**config.mk**
```make
export PLATFORM = sky130hd
export DESIGN_NAME = mem_arbiter
export DESIGN_NICKNAME = d
export VERILOG_FILES = /design/src/rtl/mem_arb_pkg.sv /design/src/rtl/rr_arb2.sv /design/src/rtl/mem_arbiter.sv
export SDC_FILE = /design/constraint.sdc
export NUM_CORES = 1
export LEC_CHECK = 0
export CORE_UTILIZATION = 45
export CTS_BUF_LIST = sky130_fd_sc_hd__clkbuf_16
export DETAILED_ROUTE_END_ITERATION = 12
export PLACE_DENSITY_LB_ADDON = 0.25
export SETUP_SLACK_MARGIN = 0.4
export SLEW_MARGIN = 20
export SYNTH_ARGS = -nofsm -noshare
export SYNTH_HDL_FRONTEND = slang
export SYNTH_HIERARCHICAL = 1
export SYNTH_SLANG_ARGS = --single-unit
```
**constraint.sdc**
```tcl
create_clock -name CLK -period 2.1 [get_ports CLK]
set_input_delay 0.315 -clock CLK [delete_from_list [all_inputs] [get_ports CLK]]
set_output_delay 0.315 -clock CLK [all_outputs]
set_load 0.05 [all_outputs]
```
**src/rtl/mem_arb_pkg.sv**
```systemverilog
// Shared types and defaults for the unified-memory arbiter: FSM states, requester IDs,
// region bases and the instruction block size.
package mem_arb_pkg;

    typedef enum logic [1:0] {
        StIdle,
        StIssue,
        StWait,
        StResp
    } state_e;

    typedef enum logic {
        ReqData,
        ReqInst
    } req_id_e;

    localparam int unsigned IBASE_DEFAULT    = 0;
    localparam int unsigned DBASE_DEFAULT    = 256;
    localparam int unsigned BEATS_PER_IBLOCK = 4;

    function automatic req_id_e other_req(input req_id_e id);
        if (id == ReqData) begin
            return ReqInst;
        end
        return ReqData;
    endfunction

endpackage

```
**src/rtl/rr_arb2.sv**
```systemverilog
// Two-way grant logic with a last-grant pointer. MEM_ARB_DPRIO_EN selects fixed data priority;
// otherwise round-robin.
module rr_arb2
    import mem_arb_pkg::*;
(
    input  logic    clk,
    input  logic    rst_n,
    input  logic    d_req,
    input  logic    i_req,
    input  logic    grant_en,
    output logic    grant_valid,
    output req_id_e grant_id
);

    assign grant_valid = d_req | i_req;

`ifdef MEM_ARB_DPRIO_EN
    logic unused_ok;
    assign unused_ok = ^{clk, rst_n, grant_en};

    always_comb begin
        grant_id = ReqData;
        if (!d_req && i_req) begin
            grant_id = ReqInst;
        end
    end
`else
    // Holds the requester that wins the next tie; flips to the other side after every grant.
    req_id_e prio_q;

    always_comb begin
        grant_id = ReqData;
        if (d_req && i_req) begin
            grant_id = prio_q;
        end else if (i_req) begin
            grant_id = ReqInst;
        end
    end

    always_ff @(posedge clk or negedge rst_n) begin
        if (!rst_n) begin
            prio_q <= ReqData;
        end else if (grant_en && grant_valid) begin
            prio_q <= other_req(grant_id);
        end
    end
`endif

endmodule

```
**src/rtl/mem_arbiter.sv**
```systemverilog
// Shares one word-addressed memory between the I-cache (4-beat block refill) and the D-cache.
// Define MEM_ARB_DPRIO_EN for fixed data priority instead of round-robin.
module mem_arbiter
    import mem_arb_pkg::*;
#(
    parameter int unsigned MEM_AW = 9,
    parameter int unsigned IBASE  = IBASE_DEFAULT,
    parameter int unsigned DBASE  = DBASE_DEFAULT
) (
    input  logic              CLK,
    input  logic              RESET_N,
    input  logic              D_READ,
    input  logic              D_WRITE,
    input  logic [5:0]        D_ADDRESS,
    input  logic [31:0]       D_WRITEDATA,
    output logic [31:0]       D_READDATA,
    output logic              D_BUSYWAIT,
    input  logic              I_READ,
    input  logic [5:0]        I_ADDRESS,
    output logic [127:0]      I_READDATA,
    output logic              I_BUSYWAIT,
    output logic              MEM_READ,
    output logic              MEM_WRITE,
    output logic [MEM_AW-1:0] MEM_ADDRESS,
    output logic [31:0]       MEM_WRITEDATA,
    input  logic [31:0]       MEM_READDATA,
    input  logic              MEM_BUSYWAIT
);

    localparam logic [MEM_AW-1:0] IBASE_W   = MEM_AW'(IBASE);
    localparam logic [MEM_AW-1:0] DBASE_W   = MEM_AW'(DBASE);
    localparam logic [1:0]        LAST_BEAT = 2'(BEATS_PER_IBLOCK - 1);

    state_e                               state_q;
    req_id_e                              owner_q;
    logic    [1:0]                        beat_q;
    logic    [5:0]                        iblk_q;
    logic                                 write_q;
    logic    [31:0]                       dword_q;
    logic    [BEATS_PER_IBLOCK-1:0][31:0] ibuf_q;

    logic    d_req;
    logic    idle;
    logic    grant_valid;
    req_id_e grant_id;
    logic    d_done;
    logic    i_done;

    function automatic logic [MEM_AW-1:0] ibeat_addr(input logic [5:0] blk, input logic [1:0] beat);
        return IBASE_W + MEM_AW'({blk, beat});
    endfunction

    assign d_req  = D_READ | D_WRITE;
    assign idle   = (state_q == StIdle);
    assign d_done = (state_q == StResp) && (owner_q == ReqData);
    assign i_done = (state_q == StResp) && (owner_q == ReqInst) && (beat_q == LAST_BEAT);

    rr_arb2 u_arb (
        .clk        (CLK),
        .rst_n      (RESET_N),
        .d_req      (d_req),
        .i_req      (I_READ),
        .grant_en   (idle),
        .grant_valid(grant_valid),
        .grant_id   (grant_id)
    );

    always_ff @(posedge CLK or negedge RESET_N) begin
        if (!RESET_N) begin
            state_q       <= StIdle;
            owner_q       <= ReqData;
            beat_q        <= '0;
            iblk_q        <= '0;
            write_q       <= 1'b0;
            dword_q       <= '0;
            ibuf_q        <= '0;
            D_READDATA    <= '0;
            D_BUSYWAIT    <= 1'b0;
            I_READDATA    <= '0;
            I_BUSYWAIT    <= 1'b0;
            MEM_READ      <= 1'b0;
            MEM_WRITE     <= 1'b0;
            MEM_ADDRESS   <= '0;
            MEM_WRITEDATA <= '0;
        end else begin
            // Busy covers both the wait for grant and a transaction whose request was dropped.
            D_BUSYWAIT <= d_done ? 1'b0 : (D_BUSYWAIT | d_req);
            I_BUSYWAIT <= i_done ? 1'b0 : (I_BUSYWAIT | I_READ);

            unique case (state_q)
                StIdle: begin
                    if (grant_valid) begin
                        owner_q <= grant_id;
                        beat_q  <= '0;
                        state_q <= StIssue;
                        if (grant_id == ReqData) begin
                            write_q       <= D_WRITE;
                            MEM_READ      <= D_READ;
                            MEM_WRITE     <= D_WRITE;
                            MEM_ADDRESS   <= DBASE_W + MEM_AW'(D_ADDRESS);
                            MEM_WRITEDATA <= D_WRITEDATA;
                        end else begin
                            write_q     <= 1'b0;
                            iblk_q      <= I_ADDRESS;
                            MEM_READ    <= 1'b1;
                            MEM_WRITE   <= 1'b0;
                            MEM_ADDRESS <= ibeat_addr(I_ADDRESS, 2'd0);
                        end
                    end
                end
                StIssue: begin
                    if (MEM_BUSYWAIT) begin
                        state_q <= StWait;
                    end
                end
                StWait: begin
                    if (!MEM_BUSYWAIT) begin
                        if (owner_q == ReqInst) begin
                            ibuf_q[beat_q] <= MEM_READDATA;
                        end else begin
                            dword_q <= MEM_READDATA;
                        end
                        MEM_READ  <= 1'b0;
                        MEM_WRITE <= 1'b0;
                        state_q   <= StResp;
                    end
                end
                StResp: begin
                    if ((owner_q == ReqInst) && (beat_q != LAST_BEAT)) begin
                        beat_q      <= beat_q + 2'd1;
                        MEM_READ    <= 1'b1;
                        MEM_ADDRESS <= ibeat_addr(iblk_q, beat_q + 2'd1);
                        state_q     <= StIssue;
                    end else begin
                        if (owner_q == ReqInst) begin
                            I_READDATA <= ibuf_q;
                        end else if (!write_q) begin
                            D_READDATA <= dword_q;
                        end
                        state_q <= StIdle;
                    end
                end
            endcase
        end
    end

endmodule

```
# Word-level counts from Yosys, hierarchy flattened
# Cells that the tools add are included.
op_classes:
  n_addsub: 2
  order_cmp: 2
  n_eq_ne: 9
  muxes: 31
  n_bitwise: 9
  reduce_logical: 22
ops:
  columns: ["operator", "n"]
  rows:
  - ["$bwmux W128", 1]
  - ["$demux W32 S2", 1]
  - ["$mux W32", 1]
  - ["$mux W9", 3]
  - ["$reduce_and A3 Y1", 8]
  - ["$pmux W9 S2", 1]
  - ["$mux W1", 15]
  - ["$mux W2", 5]
  - ["$add A9 B6 Y9 const A", 1]
  - ["$ne A2 B2 Y1 const B", 4]
  - ["$pmux W2 S4", 1]
  - ["$reduce_and A4 Y1", 2]
  - ["$logic_and A1 B1 Y1", 7]
  - ["$eq A2 B2 Y1 const B", 3]
  - ["$not A1 Y1", 5]
  - ["$or A1 B1 Y1", 4]
  - ["$pmux W2 S2", 1]
  - ["$reduce_bool A2 Y1", 2]
  - ["$lt A2 B3 Y1 const B", 1]
  - ["$pmux W1 S3", 1]
  - ["$reduce_bool A3 Y1", 1]
  - ["$add A2 B1 Y2 const B", 1]
  - ["$eq A2 B1 Y1 const B", 1]
  - ["$ge A2 B1 Y1 const B", 1]
  - ["4 further kinds", 4]
totals:
  reg_bits: 378
  inputBits: 82
  out_inout_bits: 205
  elab_cells: 94

# Depth between registers and ports, before layout
logic_depth:
  word_depth: 6
  depth_mapped: 8
  ltp_nobuf: 5

# By module
# The synthesis kept the hierarchy.
by_module_without_submodules:
  columns: ["module", "n_inst", "cells_per_inst", "area_per_inst_um2", "seq_area_each_um2"]
  rows:
  - ["mem_arbiter", 1, 862, 14488.9, 9434.0]
  - ["rr_arb2", 1, 6, 53.8, 25.0]

# Worst setup path after synthesis
# No wires, ideal clock.
synth_timing:
  kind: "flip-flop to flip-flop"
  from: "register state_q[1]"
  to: "register MEM_ADDRESS[0]"
  setup_ps: 125
  t_arrival_ps: 1692
  required_ps: 1975
  setup_slack_ps: 283
  path_stages_with_launch: 7
  path_buffers: 1
  period_less_slack_ps: 1817
  path_cell_list: "dfrtp_1 inv_1 ha_1 and2b_1 a211oi_2 buf_4 mux2_2"
synth_between:
  elab_chain_cells: 3
  elab_cells_between_ends: 7
  classes_between: "eq/ne (3); mux (1); reduce/logical (3)"
synth_rtl:
  columns: ["item", "line", "source"]
  rows:
  - ["from (decl)", "mem_arbiter.sv:34", "state_e state_q;"]
  - ["from (signal assigned)", "mem_arbiter.sv:70", "state_q <= StIdle;"]
  - ["from (signal assigned)", "mem_arbiter.sv:95", "state_q <= StIssue;"]
  - ["from (signal assigned)", "mem_arbiter.sv:113", "state_q <= StWait;"]
  - ["$logic_not A2 Y1 (*)", null, null]
  - ["via idle", "mem_arbiter.sv:43", "logic idle;"]
  - ["$ne A2 B2 Y1 (no line) / $reduce_bool A2 Y1 (equally long branches)", null, null]
  - ["$reduce_and A3 Y1 (no line)", null, null]
  - ["to (signal assigned)", "mem_arbiter.sv:100", "MEM_ADDRESS <= DBASE_W + MEM_AW'(D_ADDRESS);"]
  - ["to (signal assigned)", "mem_arbiter.sv:107", "MEM_ADDRESS <= ibeat_addr(I_ADDRESS, 2'd0);"]
  - ["to (signal assigned)", "mem_arbiter.sv:132", "MEM_ADDRESS <= ibeat_addr(iblk_q, beat_q + 2'd1);"]
  - ["to (decl)", "mem_arbiter.sv:24", "output logic [MEM_AW-1:0] MEM_ADDRESS,"]
# The timed path passes the listed nets; every way through them passes the cells marked *.
# A chain may end at the register's enable or synchronous reset.

# Worst setup path after layout
layout_timing:
  from: "register state_q[0]"
  to: "register MEM_WRITEDATA[20]"
layout_between:
  elab_chain_cells: 2
layout_rtl:
  columns: ["item", "line", "source"]
  rows:
  - ["$logic_not A2 Y1", null, null]
  - ["via idle", "mem_arbiter.sv:43", null]
  - ["$reduce_and A3 Y1 (no line)", null, null]
  - ["to (signal assigned)", "mem_arbiter.sv:84", "MEM_WRITEDATA <= '0;"]
  - ["to (signal assigned)", "mem_arbiter.sv:101", "MEM_WRITEDATA <= D_WRITEDATA;"]
  - ["to (decl)", "mem_arbiter.sv:25", "output logic [31:0] MEM_WRITEDATA,"]
# The timed path passes the listed nets, and every way through them passes these cells.

==> impl_results.md <==
- Max Root-Sink Buffers: 3
- Post-DP HPWL: 21.3 mm
- Finished Layout Cells: 1,690
- DRT Wirelength: approximately 37 mm
- Row count: 65
- Final setup skew: approximately 0.016 ns
- Status: completed
- CTS sink count: 378
- Initial Util: 46.0%
- Slew headroom: 66.5%
- Max-cap violation count: 0
- DR pass1 iterations: 4
- Leakage: 0.0101 µW
- Most common cell after layout, fill and taps aside: dfrtp_1
- Final Max Tran Viols: 0
- Vias in the first global route: between 9,000 and 10,000
- Gr usage total: 20.6%
- Post-synth cell types: 35
- #FFs+latches synth: 378
- Layout cells sized above 1: 57.8%
- F_max: 0.540 GHz
- Vias: 8,733
- WL met2: 18.4 mm
- CTS Buf Count: 41
- Crit path buffers/inverters: 4
- Post-Syn Area per Cell: about 17 µm²
- RSZ-0062 raised after global routing: true
- RD Place Congestion: approximately 0.77
- Core footprint: 31,600 µm²
- Pre-CTS setup slack: -0.508 ns
- Pin count of the biggest net entering global routing: 80
- Initial antenna violation count: 0
- Placed cells: 1,563
- Critical path cell sequence: inv_2 > buf_4 > ha_4 > buf_6 > and3b_2 > clkbuf_16 > mux2_2
- Most frequent cells in the layout: 376 x dfrtp_1, 278 x mux2_2, 173 x clkdlybuf4s15_2, 88 x mux2_4, 80 x clkdlybuf4s50_1
- Ant diodes: 0
- Clk_lat worst skew: between 0.5 and 0.6 ns
- Nets: between 1,000 and 1,500
- CTS tree: yes
- Critical setup path kind: reg2reg
- Port Buffer Count: 286
- WL met1: 16.4 mm
- Crit-path leading delay family: buffers and inverters
- Cells after Synth: 868
- Area growth syn-to-layout: 43.8%
- Grt ovf: 0
- Crit end category: register
- Worst Setup Start Kind: register
- CTS root buf: clkbuf_16
- Fin Hold WS: 0.291 ns
- Crit Path Max Fanout: 8
- Worst VDD drop: ~0.77 mV
- Syn_nets: 960
- DRC: 0
- Actual slew at the worst max-slew pin: 0.504 ns
- Total Die Area: 33,000 µm²
- CP Data Arrival Time: 2.25 ns
- Slowest CP cell: dfrtp_2
- Minimum clock period: between 1.5 and 2 ns
- Hold Fails Final Rpt: 0
- Tcrit/Tclk final: 88.2%
- Starting DRC count in detailed routing: 378
- I/O pin total: 287
- Global-route wire length before repair: 53.0 mm
- Die height: 182 µm
- Top sig layer: met4
- Critical Path RT: between 2 and 3 ns
- Finish-stage setup viols: 0
- ANT nets after route: 0
- CP max stage delay: 0.43 ns
- Met3 wire length: 1.72 mm
- Via density: 5.17
- Min-Delay Path Class: in2async
- Clk slew on worst S/H paths: 0.06 ns
- YS warnings: 6
- Synth Cell Area: 14,500 µm²
- Pwr/cell area: about 1300 nW/µm²
- Post-synthesis sequential area ratio: 65.0%
- Post-route setup slack: between 0.2 and 0.25 ns
- DR WL/cell: around 22 µm
- Die X: 182 µm
- H-tree Lvls: 2
[per-stage QoR]
stage | total power [µW] | instance area (µm²) | util, % | TNS [ns]
floorplan | 16600 | 14600 | - | 0
global placement | 19500 | 18200 | 57.6 | -7.32
detailed placement | 19800 | 18200 | 57.6 | -8.38
CTS | 26700 | 20000 | 63.2 | 0
global route | 28800 | 20900 | 66.1 | 0
finish | 27600 | 20900 | 66.1 | 0
[Yosys cell counts]
cell	n	share of area, %
dfrtp_1	378	65
mux2_2	359	28
buf_4	20	1.0
buf_6	12	0.93
ha_1	10	0.86
mux2_1	10	0.77
nand2_1	10	0.26
buf_2	8	0.28
inv_1	7	0.18
mux2i_1	6	0.41
o21ai_0	6	0.21
a22o_1	5	0.30
a21oi_1	3	0.10
nand2_4	3	0.23
nand2b_1	3	0.13
nand3_1	3	0.10
nor2_1	3	0.077
a2bb2oi_1	2	0.12
a31oi_1	2	0.086
nor2b_1	2	0.086
nor3b_2	2	0.17
a2111oi_2	1	0.10
a211oi_2	1	0.086
a21boi_1	1	0.052
a311o_1	1	0.069
and2_1	1	0.043
and2b_1	1	0.052
and3b_1	1	0.060
and3b_4	1	0.086
clkbuf_1	1	0.026
nand4b_1	1	0.060
nor3_1	1	0.034
o2111ai_1	1	0.060
or2_1	1	0.043
or2_2	1	0.043
[metal layers]
metal,GRT usage (%),up-vias
met2,34.5,212
li1,-,3879
met1,27.6,4590
met3,4.31,52
met4,4.81,0
met5,0,-
[state kept, by name (all words and copies together), names as in the netlist, 2 cells and up]
register,cells
state_q,2
MEM_WRITEDATA,32
I_READDATA,128
beat_q,2
D_READDATA,32
MEM_ADDRESS,9
ibuf_q,128
dword_q,32
iblk_q,6
[final timing paths]
check	from	endpoint	slack, ns	cells after the start
min in group CLK	D_WRITEDATA[26]	MEM_WRITEDATA[26]$_DFFE_PN0P_	0.40	2
worst max register to register	state_q[0]$_DFFE_PN0P_	MEM_WRITEDATA[20]$_DFFE_PN0P_	0.25	7
worst min-delay path	RESET_N	MEM_WRITEDATA[24]$_DFFE_PN0P_	0.29	2
worst max-delay path	state_q[0]$_DFFE_PN0P_	MEM_WRITEDATA[20]$_DFFE_PN0P_	0.25	7
max in group asynchronous	RESET_N	ibuf_q[14]$_DFFE_PN0P_	1.03	4
worst min register to register	MEM_WRITEDATA[26]$_DFFE_PN0P_	MEM_WRITEDATA[26]$_DFFE_PN0P_	0.49	1
[area by class of cell]
cell class | count | area, µm²
clock inverter | 28 | 149
inverter | 7 | 28.8
tap | 402 | 503
clock buffer | 43 | 1080
sequential | 378 | 9460
multi-input combinational | 442 | 5170
timing repair buffer | 390 | 4510
fill | 2230 | 10700
[repair_timing]
| action | CTS | global route |
|---|---|---|
| hold endpoints to repair | 31 | 0 |
| endpoints found under the setup margin | 552 | 399 |
| pin swaps | 2 | 5 |
| setup buffers | 10 | 19 |
| hold buffers | 1 | 0 |
| gates resized for setup | 583 | 155 |
| gates cloned | 5 | 21 |
[cell families after synthesis]
family	Yosys count	synth area share (%)
flops	378	65.0
mux	375	29.0
buf+inv	48	2.44
simple gates	34	1.48
compound gates	23	1.19
fa+ha+maj	10	0.860
[power breakdown]
part / leakage [µW] / internal (µW) / switching (µW)
sequential: 0.00496 / 9420 / 1140
clock: 0.000644 / 3800 / 2780
combinational: 0.00452 / 4890 / 5560
total: 0.0101 / 18100 / 9490
Power figures use the tool's default switching activity.
